==> config.mk <==
export PLATFORM = sky130hd
export DESIGN_NAME = twos_to_signmag
export DESIGN_NICKNAME = d
export VERILOG_FILES = /design/src/rtl/twos_to_signmag.sv
export SDC_FILE = /design/constraint.sdc
export NUM_CORES = 1
export LEC_CHECK = 0
export CAP_MARGIN = 20
export CELL_PAD_IN_SITES_DETAIL_PLACEMENT = 0
export CELL_PAD_IN_SITES_GLOBAL_PLACEMENT = 1
export CORE_UTILIZATION = 42
export DETAILED_ROUTE_END_ITERATION = 6
export PLACE_DENSITY_LB_ADDON = 0.1
export SLEW_MARGIN = 25
export SYNTH_ARGS = -nofsm -noshare
export SYNTH_HDL_FRONTEND = slang
export SYNTH_SLANG_ARGS = --single-unit
==> constraint.sdc <==
create_clock -name clk -period 2.7 [get_ports clk]
set_input_delay 0.405 -clock clk [delete_from_list [all_inputs] [get_ports clk]]
set_output_delay 0.405 -clock clk [all_outputs]
set_load 0.02 [all_outputs]
==> src/rtl/twos_to_signmag.sv <==
// Bit-serial two's-complement to sign/magnitude converter.
// Three-state handshake FSM; one magnitude bit per SHIFT cycle, LSB first.
module twos_to_signmag #(
  parameter int W = 8
) (
  input  logic         clk,
  input  logic         rst_n,
  input  logic         in_valid,
  output logic         in_ready,
  input  logic [W-1:0] in_data,
  output logic         out_valid,
  input  logic         out_ready,
  output logic         out_sign,
  output logic [W-1:0] out_mag,
  output logic         out_zero,
  output logic         out_ovf
);

  localparam int CW = (W > 1) ? $clog2(W) : 1;
  localparam logic [CW-1:0] LAST = CW'(W - 1);
  localparam logic [W-1:0] MIN_MAG = {1'b1, {(W-1){1'b0}}};

  typedef enum logic [1:0] {
    IDLE,
    SHIFT,
    DONE
  } state_t;

  state_t        state_q;
  logic [CW-1:0] cnt_q;
  logic          seen_q;
  logic [W-1:0]  sh_q;
  logic [W-1:0]  sh_d;
  logic          bit_in;
  logic          bit_out;
  logic          valid_q;
  logic          sign_q;
  logic [W-1:0]  mag_q;
  logic          zero_q;
  logic          ovf_q;

  // Serial negation step: once a 1 has passed, later bits are inverted.
  always_comb begin
    bit_in  = sh_q[0];
    bit_out = (sign_q & seen_q) ? ~bit_in : bit_in;
    sh_d    = {bit_out, sh_q[W-1:1]};
  end

  // FSM, shift datapath and registered result outputs.
  always_ff @(posedge clk or negedge rst_n) begin
    if (!rst_n) begin
      state_q <= IDLE;
      cnt_q   <= '0;
      seen_q  <= 1'b0;
      sh_q    <= '0;
      valid_q <= 1'b0;
      sign_q  <= 1'b0;
      mag_q   <= '0;
      zero_q  <= 1'b0;
      ovf_q   <= 1'b0;
    end else begin
      unique case (state_q)
        IDLE: begin
          if (in_valid) begin
            sh_q    <= in_data;
            sign_q  <= in_data[W-1];
            cnt_q   <= '0;
            seen_q  <= 1'b0;
            state_q <= SHIFT;
          end
        end
        SHIFT: begin
          sh_q   <= sh_d;
          seen_q <= seen_q | bit_in;
          if (cnt_q == LAST) begin
            mag_q   <= sh_d;
            zero_q  <= (sh_d == '0);
            ovf_q   <= sign_q & (sh_d == MIN_MAG);
            valid_q <= 1'b1;
            state_q <= DONE;
          end else begin
            cnt_q <= cnt_q + CW'(1);
          end
        end
        DONE: begin
          if (out_ready) begin
            valid_q <= 1'b0;
            state_q <= IDLE;
          end
        end
        default: state_q <= IDLE;
      endcase
    end
  end

  assign in_ready  = (state_q == IDLE);
  assign out_valid = valid_q;
  assign out_sign  = sign_q;
  assign out_mag   = mag_q;
  assign out_zero  = zero_q;
  assign out_ovf   = ovf_q;

endmodule
* Word-level counts from Yosys, hierarchy flattened
Cells that the tools add are included.
** Cells by class
- Add/sub/neg operators :: 1
- Equality and inequality tests :: 8
- Mux-type cells :: 15
- Bitwise gates (word level) :: 4
- Reduce and logical (&&, ||, !) cells :: 10
** Operator list (number)
- $pmux 8 s2 :: 1
- $reduce_and 3->1 :: 3
- $eq 8x8->1 const B :: 1
- $logic_not 8->1 :: 1
- $mux 8 :: 1
- $ne 2x2->1 const B :: 4
- $mux 2 :: 3
- $mux 3 :: 2
- $pmux 2 s3 :: 1
- $pmux 3 s2 :: 1
- $reduce_and 2->1 :: 3
- $mux 1 :: 4
- $pmux 1 s2 :: 2
- $reduce_bool 2->1 :: 2
- $add 3x1->3 const B :: 1
- $eq 3x3->1 const B :: 1
- $and 1x1->1 :: 2
- $eq 2x1->1 const B :: 1
- $eq 2x2->1 const B :: 1
- $logic_not 2->1 :: 1
- $not 1->1 :: 1
- $or 1x1->1 :: 1
** Storage, ports and cells
- Bits in registers :: 26
- Input port bits :: 12
- Output and inout bits :: 13
- Logic and storage cells :: 47

* Longest topological paths before layout
- Depth in word-level cells :: 4
- Gate-level depth with buffers :: 6
- Gate-level depth less buffers :: 5

* Worst setup path before layout
Ideal clock, no wire load.
- Path type :: flip-flop to flip-flop
- Start point :: reg cnt_q[0]
- End point :: reg mag_q[2] (netlist: out_mag[2])
- Setup time :: 0.125 ns
- Arrival time :: 1.379 ns
- Data required time :: 2.575 ns
- Path slack :: 1.196 ns
- Cell stages (with the launch flop) :: 6
- Buffers on the path :: 1
- Clock period less this slack :: 1.504 ns
- Path through :: dfrtp_1 -> ha_1 -> ha_1 -> nand3b_4 -> buf_6 -> mux2_4
** On the way
- Cells in the longest elaborated chain, start to end :: 2
** Ends and longest elaborated chain
- start, declared :: line 30 : logic [CW-1:0] cnt_q;
- start signal, assigned :: line 82 : cnt_q <= cnt_q + CW'(1);
- $eq 3x3->1 :: line 75 : if (cnt_q == LAST) begin
- $reduce_and 2->1 (no source line)
- end signal, assigned :: line 58 : mag_q <= '0;
- end signal, assigned :: line 76 : mag_q <= sh_d;
- end, declared :: line 38 : logic [W-1:0] mag_q;
No other way between the ends.
A chain may end at the register's enable or synchronous reset.

* Worst setup path in the final report
- Start point :: reg state_q[0]
- End point :: out in_ready
** On the way
- Cells in the longest elaborated chain, start to end :: 1
** Ends and longest elaborated chain
- start, declared :: line 29 : state_t state_q;
- start signal, assigned :: line 52 : state_q <= IDLE;
- start signal, assigned :: line 69 : state_q <= SHIFT;
- start signal, assigned :: line 80 : state_q <= DONE;
- $logic_not 2->1 :: line 96 : assign in_ready = (state_q == IDLE);
- end, declared :: line 9 : output logic in_ready,
No other way between the ends.

==> metrics.md <==
| Metric | Value |
|---|---|
| Residual DRC count | 0 |
| TNS Setup | 0 ns |
| Std-Cell Rows | 19 |
| Worst reg2reg endpoint | out_mag[1] |
| Setup CP Type | flip-flop to output port |
| Worst R2R Start | cnt_q[0] |
| Slew Viols, Final | 0 |
| Clock Root Buffer | clkbuf_4 |
| DP HPWL | 1770 µm |
| FF+latch count, synth | 26 |
| Vias | 910 |
| CP Capture Type | output port |
| Final setup fails | 0 |
| Critical Path Fanout Max | 22 |
| GRT Overall Usage | 0.183 |
| Ant diodes | 0 |
| Syn Nets | 125 |
| Drt initial violations | 12 |
| Final Power | 1.81 mW |
| Max_cap viols | 0 |
| Vias in the first global route | 962 |
| Initial Util | 0.451 |
| Die Area | 0.00321 mm² |
| Critical Path Sink | in_ready |
| Fillcell total | 251 |
| Core Region | between 0.002 and 0.003 mm² |
| Seq/Total Area, Yosys | 0.519 |
| Cell count after synthesis | 111 |
| Routed Antenna Nets | 0 |
| Bufs on Longest Clock Path | 2 |
| Clock sinks | 26 |
| Synthesis-to-finish area growth | 24.0% |
| Worst R2R Path Depth | 4 |
| Grt total ovfl | 0 |
| Mapped Avg Cell Area | 11.3 µm² |
| Average wire per cell in the routed design | 15.3 µm |
| Startpoint types | flip-flop |
| Pwr/cell area | 1160 mW/mm² |
| Slew headroom | 0.534 |
| Vias per cell | 5.52 |
| H-tree Lvls | 1 |
| Post-CTS Resized | 0 |
| Util after Layout | 0.559 |
| Reg2reg setup slack | 1.07 ns |
| CP arrival | roughly 1.8 ns |
| Placed Instance Area | 0.00150 mm² |
| Post-CTS Repair Setup Buffers | 0 |
| I/O Buffers | 24 |
| Final wirelength | 2520 µm |
| Min-Delay Path Class | primary input to async pin |
| Register area | roughly 650 µm² |
| Post-route cell area | about 0.0016 mm² |
| RSZ-0062 raised after global routing | false |
| Post-synth cell types | 30 |
| Overall die height | 56.6 µm |
| TritonCTS clock tree | built |
| Initial antenna violation count | 0 |
| # IOs | 25 |
| Tmin final | 2.22 ns |
| Ys Warns | 0 |
| Nets | 149 |
| Worst Max-Slew Pin Slew | 0.699 ns |
| Gp weighted congestion | 0.774 |
| Final period util | 0.823 |
| Clock latency on the worst-skew pair | 0.32 ns |
| Hold_buf cts | 0 |
| Maximum vdd ir drop | about 0.00077 V |
| Worst setup startpoint | state_q[0] |
| Hold WS | between 0.4 and 0.5 ns |
| CTS Buf Count | 3 |
| Static leakage | slightly below 0.7 nW |
| Fraction of layout cells with a size suffix above 1 | 0.134 |
| Largest net degree at the start of global routing | 27 |
| Netlist Area Pre-Place | 0.00125 mm² |
| Multi-input logic area | 557 µm² |
| Fin Clk Skew | 0.00980 ns |
| Hold Violations, Final | 0 |
| Die width | roughly 57 µm |
| Fmax | 450 MHz |
| DRT Pass-1 Iters | 4 |
| Status | completed |
| First-pass GRT wire length | 4620 µm |
| Worst-path clk slew | 0.15 ns |
| CP Data Required Time | approximately 2.3 ns |
## flip-flops by register name, indices dropped and copies added (netlist names)
| signal | count |
|---|---|
| cnt_q | 3 |
| out_zero | 1 |
| seen_q | 1 |
| sh_q | 8 |
| out_sign | 1 |
| out_valid | 1 |
| state_q | 2 |
| out_ovf | 1 |
| out_mag | 8 |
## cells by family (layout without fill, tap and decap cells)
family,after synthesis,after routing,synth area share
AO/OA/AOI/OAI,34,34,0.175
AND/OR/NAND/NOR,29,29,0.131
flip-flops,26,26,0.519
multiplexers,10,10,0.105
buffers and inverters,8,31,0.0369
adder cells (fa/ha/maj),2,2,0.0200
XOR/XNOR,2,2,0.0140
## cell usage in the layout (no fill, tap or decap)
cell type / count
ha_1: 2
nand3b_4: 1
nor4_1: 1
a22o_1: 3
inv_1: 2
a22oi_1: 6
o21ai_0: 8
o21bai_1: 1
a21oi_1: 11
nand2_1: 8
nor3_1: 1
nor2b_1: 6
buf_4: 1
clkdlybuf4s50_1: 24
nand4_1: 1
and3b_1: 1
clkbuf_4: 3
o31ai_1: 2
mux2_2: 5
a22o_2: 2
nor2_1: 6
nand2b_1: 2
xor2_1: 1
and2b_1: 1
xnor2_1: 1
a221o_1: 1
dfrtp_1: 26
bufinv_16: 1
mux2_4: 5
nand3b_1: 1
## layer usage
layer	vias to the layer above	GRT usage	part of all wire
li1	446	-	-
met1	441	0.258	0.48
met2	19	0.292	0.48
met3	4	0.0230	0.028
met4	0	0.0592	0.011
met5	-	0	0
## worst max-delay path, cell delays in order (launching register included)
cell	delay [ns]
dfrtp_1	0.82
nor2_1	0.11
clkdlybuf4s50_1	0.56
## cells in the mapped netlist
master / count / area, µm²
nor2b_1: 6 / 37.5
clkbuf_2: 1 / 5.00
inv_1: 2 / 7.51
and3b_1: 1 / 8.76
xor2_1: 1 / 8.76
nor2_1: 6 / 22.5
mux2_4: 5 / 75.1
nand2_1: 8 / 30.0
ha_1: 2 / 25.0
buf_6: 1 / 11.3
o21ai_0: 8 / 40.0
buf_2: 3 / 15.0
dfrtp_1: 26 / 651
nand3b_4: 1 / 20.0
buf_4: 1 / 7.51
a221o_1: 1 / 10.0
a22o_1: 3 / 26.3
nand4_1: 1 / 6.26
nor4_1: 1 / 6.26
xnor2_1: 1 / 8.76
mux2_2: 5 / 56.3
a21oi_1: 11 / 55.1
a22oi_1: 6 / 45.0
nand3b_1: 1 / 7.51
a22o_2: 2 / 20.0
and2b_1: 1 / 7.51
o31ai_1: 2 / 15.0
nand2b_1: 2 / 12.5
nor3_1: 1 / 5.00
o21bai_1: 1 / 7.51
## worst min-delay path by stage
| stage | endpoint | slack [ns] | cells past startpoint |
|---|---|---|---|
| after CTS | out_mag[2] | 0.44 | 2 |
| after floorplan | cnt_q[0] | 0.11 | 0 |
| after global placement | out_zero | 0.46 | 2 |
| final | sh_q[7] | 0.43 | 2 |
| after global routing | sh_q[7] | 0.45 | 2 |
| after detailed placement | out_zero | 0.46 | 2 |
## final cells by class
| class | count | area share |
|---|---|---|
| clock buffer | 3 | 0.0145 |
| clock inverter | 1 | 0.0193 |
| inverter | 2 | 0.00483 |
| multi-input combinational | 77 | 0.358 |
| sequential | 26 | 0.419 |
| tap | 31 | 0.0250 |
| timing repair buffer | 25 | 0.159 |
## stage by stage
step / setup WS [ns] / instances
after floorplan: 1.20 / 111
after global placement: 0.882 / 161
after detailed placement: 0.871 / 161
after CTS: 0.480 / 165
after global routing: 0.343 / 165
final: 0.477 / 165
## report_power, final
part	switching [mW]	leakage, nW	internal, mW	total (mW)
Sequential	0.202	0.331	0.561	0.764
Clock	0.120	0.0279	0.150	0.270
Combinational	0.338	0.329	0.436	0.774
Note: power is estimated with default switching activity, not from simulation.
